$ cat src/rtl/branch_comparator_if.sv
// Operand, control and flag bundle for the RV32 branch comparator.
// Optional counter signals exist only when BRANCH_COMP_STATS_EN is defined.
interface branch_comparator_if #(
    parameter int n = 32
);
    logic [n-1:0] data1;
    logic [n-1:0] data2;
    logic         BrUn;
    logic [2:0]   funct3;
    logic         br_valid;
    logic         BrEq;
    logic         BrLT;
    logic         br_taken;
    logic         br_taken_q;
    logic         br_valid_q;
`ifdef BRANCH_COMP_STATS_EN
    logic [31:0]  taken_cnt;
    logic [31:0]  branch_cnt;

    modport master (
        output data1, data2, BrUn, funct3, br_valid,
        input  BrEq, BrLT, br_taken, br_taken_q, br_valid_q, taken_cnt, branch_cnt
    );
    modport slave (
        input  data1, data2, BrUn, funct3, br_valid,
        output BrEq, BrLT, br_taken, br_taken_q, br_valid_q, taken_cnt, branch_cnt
    );
`else
    modport master (
        output data1, data2, BrUn, funct3, br_valid,
        input  BrEq, BrLT, br_taken, br_taken_q, br_valid_q
    );
    modport slave (
        input  data1, data2, BrUn, funct3, br_valid,
        output BrEq, BrLT, br_taken, br_taken_q, br_valid_q
    );
`endif
endinterface

$ cat src/rtl/branch_comparator.sv
// RV32 execute-stage branch comparator: combinational eq/lt flags, funct3 decision,
// one-cycle registered copy. Define BRANCH_COMP_STATS_EN for branch/taken counters.
module branch_comparator #(
    parameter int n = 32
) (
    input logic               clk,
    input logic               rst,
    branch_comparator_if.slave bus
);
    typedef enum logic [2:0] {
        BEQ  = 3'b000,
        BNE  = 3'b001,
        BLT  = 3'b100,
        BGE  = 3'b101,
        BLTU = 3'b110,
        BGEU = 3'b111
    } branchOp_e;

    logic brEq;
    logic brLT;
    logic brTaken;

    always_comb begin
        brEq = (bus.data1 == bus.data2);
        // Signed order: differing sign bits decide alone; equal signs fall back to magnitude.
        if (bus.BrUn)
            brLT = (bus.data1 < bus.data2);
        else if (bus.data1[n-1] != bus.data2[n-1])
            brLT = bus.data1[n-1];
        else
            brLT = (bus.data1[n-2:0] < bus.data2[n-2:0]);
    end

    always_comb begin
        brTaken = 1'b0;
        if (bus.br_valid) begin
            case (branchOp_e'(bus.funct3))
                BEQ:         brTaken = brEq;
                BNE:         brTaken = !brEq;
                BLT, BLTU:   brTaken = brLT;
                BGE, BGEU:   brTaken = !brLT;
                default:     brTaken = 1'b0;
            endcase
        end
    end

    assign bus.BrEq     = brEq;
    assign bus.BrLT     = brLT;
    assign bus.br_taken = brTaken;

    always_ff @(posedge clk) begin
        if (rst) begin
            bus.br_taken_q <= 1'b0;
            bus.br_valid_q <= 1'b0;
        end else begin
            bus.br_taken_q <= brTaken;
            bus.br_valid_q <= bus.br_valid;
        end
    end

`ifdef BRANCH_COMP_STATS_EN
    always_ff @(posedge clk) begin
        if (rst) begin
            bus.branch_cnt <= '0;
            bus.taken_cnt  <= '0;
        end else if (bus.br_valid) begin
            bus.branch_cnt <= bus.branch_cnt + 32'd1;
            if (brTaken)
                bus.taken_cnt <= bus.taken_cnt + 32'd1;
        end
    end
`endif
endmodule

$ cat src/flat_wrapper.sv
// flat-port wrapper written by rule: the top's interface ports become plain ports
module branch_comparator_flat 
#(
    parameter int n = 32
)
  (clk, rst, bus_data1, bus_data2, bus_BrUn, bus_funct3, bus_br_valid, bus_BrEq, bus_BrLT, bus_br_taken, bus_br_taken_q, bus_br_valid_q);
  branch_comparator_if #(.n(n)) bus_i ();
  input logic clk;
  input logic rst;
  input wire logic [$bits(bus_i.data1)-1:0] bus_data1;
  input wire logic [$bits(bus_i.data2)-1:0] bus_data2;
  input wire logic [$bits(bus_i.BrUn)-1:0] bus_BrUn;
  input wire logic [$bits(bus_i.funct3)-1:0] bus_funct3;
  input wire logic [$bits(bus_i.br_valid)-1:0] bus_br_valid;
  output wire logic [$bits(bus_i.BrEq)-1:0] bus_BrEq;
  output wire logic [$bits(bus_i.BrLT)-1:0] bus_BrLT;
  output wire logic [$bits(bus_i.br_taken)-1:0] bus_br_taken;
  output wire logic [$bits(bus_i.br_taken_q)-1:0] bus_br_taken_q;
  output wire logic [$bits(bus_i.br_valid_q)-1:0] bus_br_valid_q;
  assign bus_i.data1 = bus_data1;
  assign bus_i.data2 = bus_data2;
  assign bus_i.BrUn = bus_BrUn;
  assign bus_i.funct3 = bus_funct3;
  assign bus_i.br_valid = bus_br_valid;
  assign bus_BrEq = bus_i.BrEq;
  assign bus_BrLT = bus_i.BrLT;
  assign bus_br_taken = bus_i.br_taken;
  assign bus_br_taken_q = bus_i.br_taken_q;
  assign bus_br_valid_q = bus_i.br_valid_q;
  branch_comparator #(.n(n)) u_core (.clk(clk), .rst(rst), .bus(bus_i));
endmodule
$ cat config.mk
export PLATFORM = sky130hd
export DESIGN_NAME = branch_comparator_flat
export DESIGN_NICKNAME = d
export VERILOG_FILES = /design/src/rtl/branch_comparator_if.sv /design/src/rtl/branch_comparator.sv /design/src/flat_wrapper.sv
export SDC_FILE = /design/constraint.sdc
export NUM_CORES = 1
export LEC_CHECK = 0
export ABC_AREA = 1
export CAP_MARGIN = 20
export CORE_MARGIN = 2
export CORE_UTILIZATION = 35
export DETAILED_ROUTE_END_ITERATION = 8
export GPL_TIMING_DRIVEN = 1
export PLACE_DENSITY = 0.77
export SYNTH_ARGS = -nofsm -noshare
export SYNTH_HDL_FRONTEND = slang
export SYNTH_SLANG_ARGS = --single-unit
$ cat constraint.sdc
create_clock -name clk -period 2.1 [get_ports clk]
set_clock_uncertainty 0.2 [all_clocks]
set_input_delay 0.42 -clock clk [delete_from_list [all_inputs] [get_ports clk]]
set_output_delay 0.42 -clock clk [all_outputs]
set_load 0.005 [all_outputs]
; Yosys cells after proc, flatten, opt, wreduce, memory -nomap -nowiden
; Index checks and enable logic that the tools add are counted.
[word_totals]
wordCells = 20
out_inout_bits = 5
register_bits = 2
inputBits = 71
[classes]
n_lt_le_gt_ge = 2
n_mux = 4
n_eq_ne = 7
reduce_logical = 5
[ops]
columns = op, n
row1 = $eq A32 B32 Y1, 1
row2 = $lt A32 B32 Y1, 1
row3 = $lt A31 B31 Y1, 1
row4 = $eq A3 B3 Y1 const B, 4
row5 = $pmux W1 S4, 1
row6 = $reduce_or A2 Y1, 2
row7 = $eq A3 B1 Y1 const B, 1
row8 = $logic_not A3 Y1, 1
row9 = $mux W1, 3
row10 = $logic_not A1 Y1, 2
row11 = $ne A1 B1 Y1, 1

; Logic depth before layout (Yosys ltp)
; Gate-level depths: netlist of the first run.
[logic_depth]
ltp_word = 6
mapped_depth = 18
ltp_nobuf = 18

; Least setup slack after synthesis of the first run
; Ideal clock, no wire load.
[synth_timing]
kind = in2out
from = input bus_data2[29]
to = output bus_br_taken
path_slack_ns = -0.178
path_buffers = 0
stages = 14
t_arrival_ns = 1.658
cell_sequence = inv_1 ha_1 nand2_2 nor2_4 nand2_2 nor3_2 nand3_1 clkinv_1 nand3b_1 nand2_1 nand2_1 nand2_1 nand3_2 inv_1
[synth_rtl]
columns = item, line_no
row1 = "start, declared", flat_wrapper.sv:11  ; input wire logic [$bits(bus_i.data2)-1:0] bus_data2;
row2 = $eq A32 B32 Y1 (*), branch_comparator.sv:24  ; brEq = (bus.data1 == bus.data2);
row3 = via bus_BrEq, flat_wrapper.sv:15  ; output wire logic [$bits(bus_i.BrEq)-1:0] bus_BrEq;
row4 = $logic_not A1 Y1, branch_comparator.sv:39  ; BNE: brTaken = !brEq;
row5 = $pmux W1 S4 (*), branch_comparator.sv:37  ; case (branchOp_e'(bus.funct3))
row6 = $mux W1 (*), branch_comparator.sv:36  ; if (bus.br_valid) begin
row7 = "end, declared", flat_wrapper.sv:17  ; output wire logic [$bits(bus_i.br_taken)-1:0] bus_br_taken;
; Mark *: on every way through the listed nets, which the timed path passes. The rest lies on a longest branch.

; Worst setup path in the final report of the first run
[layout_timing]
from = input bus_data2[26]
to = output bus_br_taken
[layout_between]
elab_chain_cells = 6
[layout_lines]
columns = item, line_no
row1 = $lt A31 B31 Y1, branch_comparator.sv:31  ; brLT = (bus.data1[n-2:0] < bus.data2[n-2:0]);
row2 = $mux W1, branch_comparator.sv:28  ; else if (bus.data1[n-1] != bus.data2[n-1])
row3 = $mux W1, branch_comparator.sv:26  ; if (bus.BrUn)
row4 = $logic_not A1 Y1, branch_comparator.sv:41  ; BGE, BGEU: brTaken = !brLT;
row5 = $pmux W1 S4 (*), branch_comparator.sv:37
row6 = $mux W1 (*), branch_comparator.sv:36
; Every way passes the cells marked *; elsewhere a longest branch is shown, timed or not.

==> impl_results.md, run 1 <==
* Status: complete, but fails checks
* Failing checks: setup timing
* Mux share of post-synthesis cell area at 0
* PD cells at 303 mW/mm^2
* Crit-path slowest cell: ha_4
* CTS HTree Levels at 1
* Comb pwr share at 0.773
* Clk buf depth at 2
* Post-Synth Adder-Cell Area at 0.297
* DR WL/cell at 12.8 um
* Power Internal at 0.518 mW
* Fin. Hold Viols at 0
* TritonCTS Buffers at 3
* Remaining global-route overflow at 0
* Routability cong. at between 0.7 and 0.8
* Crit. End Element: primary output
* Setup violators final at 4
* Worst-path cell chain: buf_2 -> inv_2 -> ha_4 -> buf_4 -> nand2_1 -> inv_1 -> nand3_1 -> nor2_1 -> nand2_1 -> nand2_2 -> inv_2 -> nand2_2 -> nand2_2 -> nand4_1 -> nand3_2 -> inv_2 -> buf_6
* Io pins at 76
* Setup TNS at -1.32 ns
* DRT antenna net count at 0
* Lkg Pwr at 1.41 nW
* Critical path class: input pin to primary output
* Final period util at 1.23
* Initial antenna violation count at 0
* Die ar. at 0.00436 sq mm
* Post-synthesis cell area at 0.00135 sq mm
* First-pass GRT wire length at 7770 um
* Min Tclk post-route at 2.58 ns
* Drt total wl at 5030 um
* Vias in the first global route at ~1900
* Sw Ratio at 0.401
* Unrepaired setup endpoints after global routing: true
* Fraction of layout instances using a drive strength above 1 at 0.635
* Max transition margin at 0.856
* ANT cells at 0
* CTS Root Cell: clkbuf_8
* Slew @ Worst Pin at 0.217 ns
* Nets at 450
* Crit path arrival time at 1.96 ns
* Unique masters post-synth at 21
* Fill cell count at approximately 290
* CP startpoint kind: input pin
* Placed Cells at 381
* Largest net degree at the start of global routing at 5
* Drt pass-1 iters at 4
* Worst Hold Class: input pin to flop
* I/O Buffers at 75
* Switching power at 0.347 mW
* Largest family of logic cells by synthesized area: simple AND/OR/NAND/NOR gates
* Xor and xnor fraction of the mapped netlist area at 0
* MaxCap Viol Count at 0
* CORE AREA at between 0.003 and 0.004 sq mm
* Final Max Tran Viols at 0
* Worst IR Drop VDD at approximately 0.00017 V
* CTS sink count at 2
* Syn Area/Cell at 5.50 sq um
* DR vias at ~1900
* Yosys warns at 0
* Die Span X at 66.0 um
* All-layer global routing usage at 0.221
* Clock network power share at 0.180
* Dpl hpwl at 3170 um
* Non-Filler Instances at 393
* Sequential power share at 0.047
* Post-synthesis compound-gate area fraction at 0.123
* Core Rows at 22
* Setup WS post-layout at -0.484 ns
* Final Cell Area at about 0.0029 sq mm
* Post-synth net total at 348
* Reg clk slew, reported paths at 0.03 ns
* CTS tree: built
* # hold bufs at CTS at 0
* CP max stage delay at 0.26 ns
* Area after DPL at 0.00232 sq mm
* Pwr Total at ~0.86 mW
* Average via count per standard cell at 4.86
* Fmax at 387 MHz
* WHS at 0.571 ns
* Die H at 66.0 um
* Initial Util at 0.365
* Register area share after synthesis at 0.0297
* Post-route DRC at 0
* Worst Path Required at 1.48 ns
* First DRT Iteration DRCs at 57
* Simple-Gate Fraction of Synth Area at 0.383
* Seq cells post-synth at 2
* CP max FO at 3
* Area growth syn-to-layout at 112%
* Synth Instances at roughly 250
* Most frequent cells in the layout: 52 x nand2_1, 36 x inv_2, 32 x ha_4, 30 x buf_2, 23 x buf_6
* Most common cell after layout, fill and taps aside: nand2_1
[flip-flops by register name (all words and copies together) (netlist names)]
name	count
u_core.bus.br_valid_q	1
u_core.bus.br_taken_q	1
[layer usage]
metal | up-vias | track usage | routed length, um
met3 | 10 | 0.0341 | 227
li1 | 959 | - | -
met2 | 60 | 0.479 | 2930
met1 | 882 | 0.212 | 1790
met5 | - | 0 | 0
met4 | 0 | 0.0459 | 80
[path summary, 6_finish.rpt]
check                      from  cells after the start                          endpoint
setup / recovery  bus_data2[26]                     17                      bus_br_taken
hold / removal              rst                      2  u_core.bus.br_taken_q$_SDFF_PP0_
[repair_timing]
item	4_1_cts	5_1_grt
setup buffers	15	1
resized for setup	343	45
setup endpoints to repair	4	4
cloned	0	0
pin swaps	97	51
[cells by family after synthesis]
family                   Yosys count
AO/OA/AOI/OAI                     31
adder cells (fa/ha/maj)           32
buffers and inverters             60
flip-flops                         2
AND/OR/NAND/NOR                  120
[power by group through the flow]
stage                     Combinational [mW]  Sequential [mW]  Clock (mW)
after global routing                   0.725           0.0411       0.162
after detailed placement               0.459           0.0414           0
after CTS                              0.620           0.0409       0.159
after global placement                 0.449           0.0411           0
after floorplan                        0.235           0.0416           0
final                                  0.668           0.0409       0.155
[critical path: cells and delay by family]
kind,cells,cell delay [ns]
adder cells (fa/ha/maj),1,0.26
AND/OR/NAND/NOR,9,0.79
buffers and inverters,7,0.49
[area by class of cell]
class                   instances  area [sq um]  area share
multi-input cells             183          1710       0.600
repair buffers                 97           761       0.266
inverters                      60           241      0.0845
well taps                      48          60.1      0.0210
clock buffers                   3          41.3      0.0144
flip-flops and latches          2          40.0      0.0140
[through the flow]
stage | setup slack (ns) | utilization
2_1_floorplan | -0.165 | -
3_3_place_gp | -1.29 | 0.629
3_5_place_dp | -1.33 | 0.629
4_1_cts | -0.404 | 0.774
5_1_grt | -0.648 | 0.775
6_report | -0.484 | 0.775
[synthesized netlist by cell type (all sizes together)]
master / number / area (sq um)
nand4: 2 / 12.5
ha: 32 / 400
o21ai: 3 / 15.0
nor2: 20 / 92.6
nor3: 3 / 20.0
o21bai: 1 / 7.51
or2: 1 / 6.26
clkinv: 1 / 3.75
o21a: 2 / 15.0
nand3: 10 / 55.1
a21oi: 24 / 120
inv: 59 / 221
nand2: 83 / 322
a21o: 1 / 7.51
dfxtp: 2 / 40.0
nand3b: 1 / 7.51
No activity file was read; power rests on OpenSTA's default activity.
==> inputs of run 2 (changes only) <==
CORE_UTILIZATION = 39   (was 35)
PLACE_DENSITY = 0.81   (was 0.77)
clock period = 2.9 ns   (was 2.1 ns; I/O delays follow)
==> impl_results.md, run 2 (same netlist as run 1, synthesis figures left out) <==
* Area after DPL at 0.00225 sq mm (-3.0%)
* First DRT Iteration DRCs at 83 (+46%)
* DR vias at 2043 (+6.9%)
* Fmax at 334 MHz
* Final Max Tran Viols at 0 (unchanged)
* Core Rows at 21 (-4.5%)
* Fin. Hold Viols at 0 (unchanged)
* CTS sink count at 2 (unchanged)
* CTS Root Cell: clkbuf_4
* Io pins at 76 (unchanged)
* CP dominant cell by count: nand2_1
* Fill cell count at 185 (-36%)
* Most frequent cells in the layout: 58 x nand2_1, 38 x inv_2, 32 x ha_4, 23 x buf_2, 21 x buf_4
* TritonCTS Buffers at 3 (unchanged)
* Drt total wl at 5890 um (+17%)
* Hold endpoint: u_core.bus.br_valid_q$_SDFF_PP0_
* Unrepaired setup endpoints after global routing: true
* Setup WS post-layout at -0.0966 ns (+0.387 ns)
* Vias in the first global route at 2156 (+11%)
* Slew @ Worst Pin at 0.304 ns (+0.0872 ns)
* Comb pwr share at 0.847 (+0.074)
* Drt pass-1 iters at 5 (+1)
* Worst-path cell chain: clkbuf_2 -> inv_2 -> ha_4 -> a21oi_1 -> o21ai_0 -> nand2_1 -> nand2_1 -> nor2_1 -> nand2_1 -> nand2_2 -> nand3_2 -> nand2_1 -> nand3_2 -> inv_2 -> buf_6
* MaxCap Viol Count at 0 (unchanged)
* M1 GR Usage at 0.247 (+0.0345)
* Setup TNS at -0.0966 ns (+1.23 ns)
* WP buf/inv at 4 (-3)
* I/O Buffers at 75 (unchanged)
* First-pass GRT wire length at 8870 um (+14%)
* Area occupied by registers at 40.0 sq um (unchanged)
* CTS HTree Levels at 1 (unchanged)
* Crit-path slowest cell: ha_4
* # hold bufs at CTS at 0 (unchanged)
* Hold Startpoint: bus_br_valid
* Min Tclk post-route at 3.00 ns
* Status: complete, but fails checks
* Routing usage on met2 at 0.593 (+0.114)
* Clk buf depth at 2 (unchanged)
* Top flop regs: u_core.bus.br_taken_q: 1 flops, u_core.bus.br_valid_q: 1 flops
* DRT antenna net count at 0 (unchanged)
* Crit. End Element: primary output
* ANT cells at 0 (unchanged)
* All-layer global routing usage at 0.275 (+0.0533)
* Family with the most delay on the worst path: simple AND/OR/NAND/NOR gates
* Initial antenna violation count at 0 (unchanged)
* Final Cell Area at 0.00291 sq mm (+2.0%)
* CORE AREA at 0.00334 sq mm (-9.5%)
* Switching power at 0.260 mW (-25%)
* CP max stage delay at 0.25 ns (about the same)
* Average via count per standard cell at 5.16 (+6.1%)
* Dpl hpwl at 3080 um (-2.7%)
* Max transition margin at 0.795 (-0.0603)
* Clock network power share at 0.103 (-0.077)
* CP startpoint kind: input pin
* Fin util at 0.873 (+0.0985)
* Pwr Total at 0.595 mW (-31%)
* Final period util at 1.03
* Min-Delay Path Depth at 3 (+1)
* CTS tree: built
* Die Span X at 62.8 um (-4.9%)
* Largest net degree at the start of global routing at 5 (unchanged)
* Remaining global-route overflow at 0 (unchanged)
* Worst IR Drop VDD at 0.000155 V (-6.3%)
* Worst Hold Class: input pin to flop
* Sw Ratio at 0.437 (+0.0366)
* Fraction of layout instances using a drive strength above 1 at 0.574 (-0.0605)
* Die ar. at 0.00394 sq mm (-9.6%)
* Sequential power share at 0.050 (+0.003)
* Post-route DRC at 0 (unchanged)
* DR WL/cell at 14.9 um (+16%)
* Failing checks: setup timing
* Lkg Pwr at 1.43 nW (+1.6%)
* Area growth syn-to-layout at 116%
* Routability cong. at 0.806 (+4.3%)
* Multi-input gate area at 0.00175 sq mm (+2.3%)
* CP max FO at 3 (unchanged)
* Crit path arrival time at 2.22 ns (+0.26 ns)
* Worst Path Required at 2.12 ns (+0.64 ns)
* Nets at 455 (+1.1%)
* Power Internal at 0.334 mW (-35%)
* Setup violators final at 1 (-3)
* PD cells at 204 mW/mm^2 (-33%)
* Die H at 62.8 um (-4.9%)
* GRT Max-Usage Layer: met2
* Most common cell after layout, fill and taps aside: nand2_1
* Met3 usage at 0.0342 (+0.000163)
* Initial Util at 0.403 (+0.0385)
* Critical path class: input pin to primary output
* Reg clk slew, reported paths at 0.03 ns (about the same)
-- run 2: stage by stage --
stage               instances  worst slack [ns]  hold slack (ns)
floorplan                 245             0.302            0.447
global placement          379            -0.741            0.937
detailed placement        379            -0.788            0.943
CTS                       397          0.000167            0.711
global route              396            -0.195            0.734
finish                    396           -0.0966            0.704
-- run 2: repair_timing --
item | in CTS | in global routing
endpoints found under the setup margin | 3 | 4
setup buffers | 15 | 0
resized for setup | 292 | 52
pin swaps | 72 | 47
-- run 2: worst max-delay path by stage --
stage,startpoint,depth (start not counted),end
2_1_floorplan,bus_data2[29],14,bus_br_taken
3_3_place_gp,bus_data2[21],14,bus_br_taken
3_5_place_dp,bus_data2[29],17,bus_br_taken
4_1_cts,bus_data2[3],16,bus_br_taken
5_1_grt,bus_data2[25],15,bus_br_taken
6_report,bus_data2[25],15,bus_br_taken
-- run 2: metal layers --
layer  vias up  part of all wire
met4         0             0.071
met3        42             0.056
met1       923              0.34
li1        973                 -
met2       105              0.53
met5         -                 0
-- run 2: cell type report --
cell class / count / area share
Multi-Input combinational cell: 183 / 0.602
Timing Repair Buffer: 102 / 0.278
Inverter: 60 / 0.0790
Tap cell: 46 / 0.0198
Sequential cell: 2 / 0.0137
Clock buffer: 3 / 0.00773
-- run 2: power by group through the flow --
stage	logic, mW	registers (mW)	clock network (mW)
after floorplan	0.162	0.0301	0
after global placement	0.314	0.0298	0
after detailed placement	0.319	0.0298	0
after CTS	0.441	0.0295	0.0611
after global routing	0.540	0.0295	0.0692
final	0.504	0.0294	0.0614
==> inputs of run 3 (changes only) <==
CAP_MARGIN = 0   (was 20)
==> results of run 3 <==
Same layout as run 2: the final DEF is identical, and so are final timing and power.
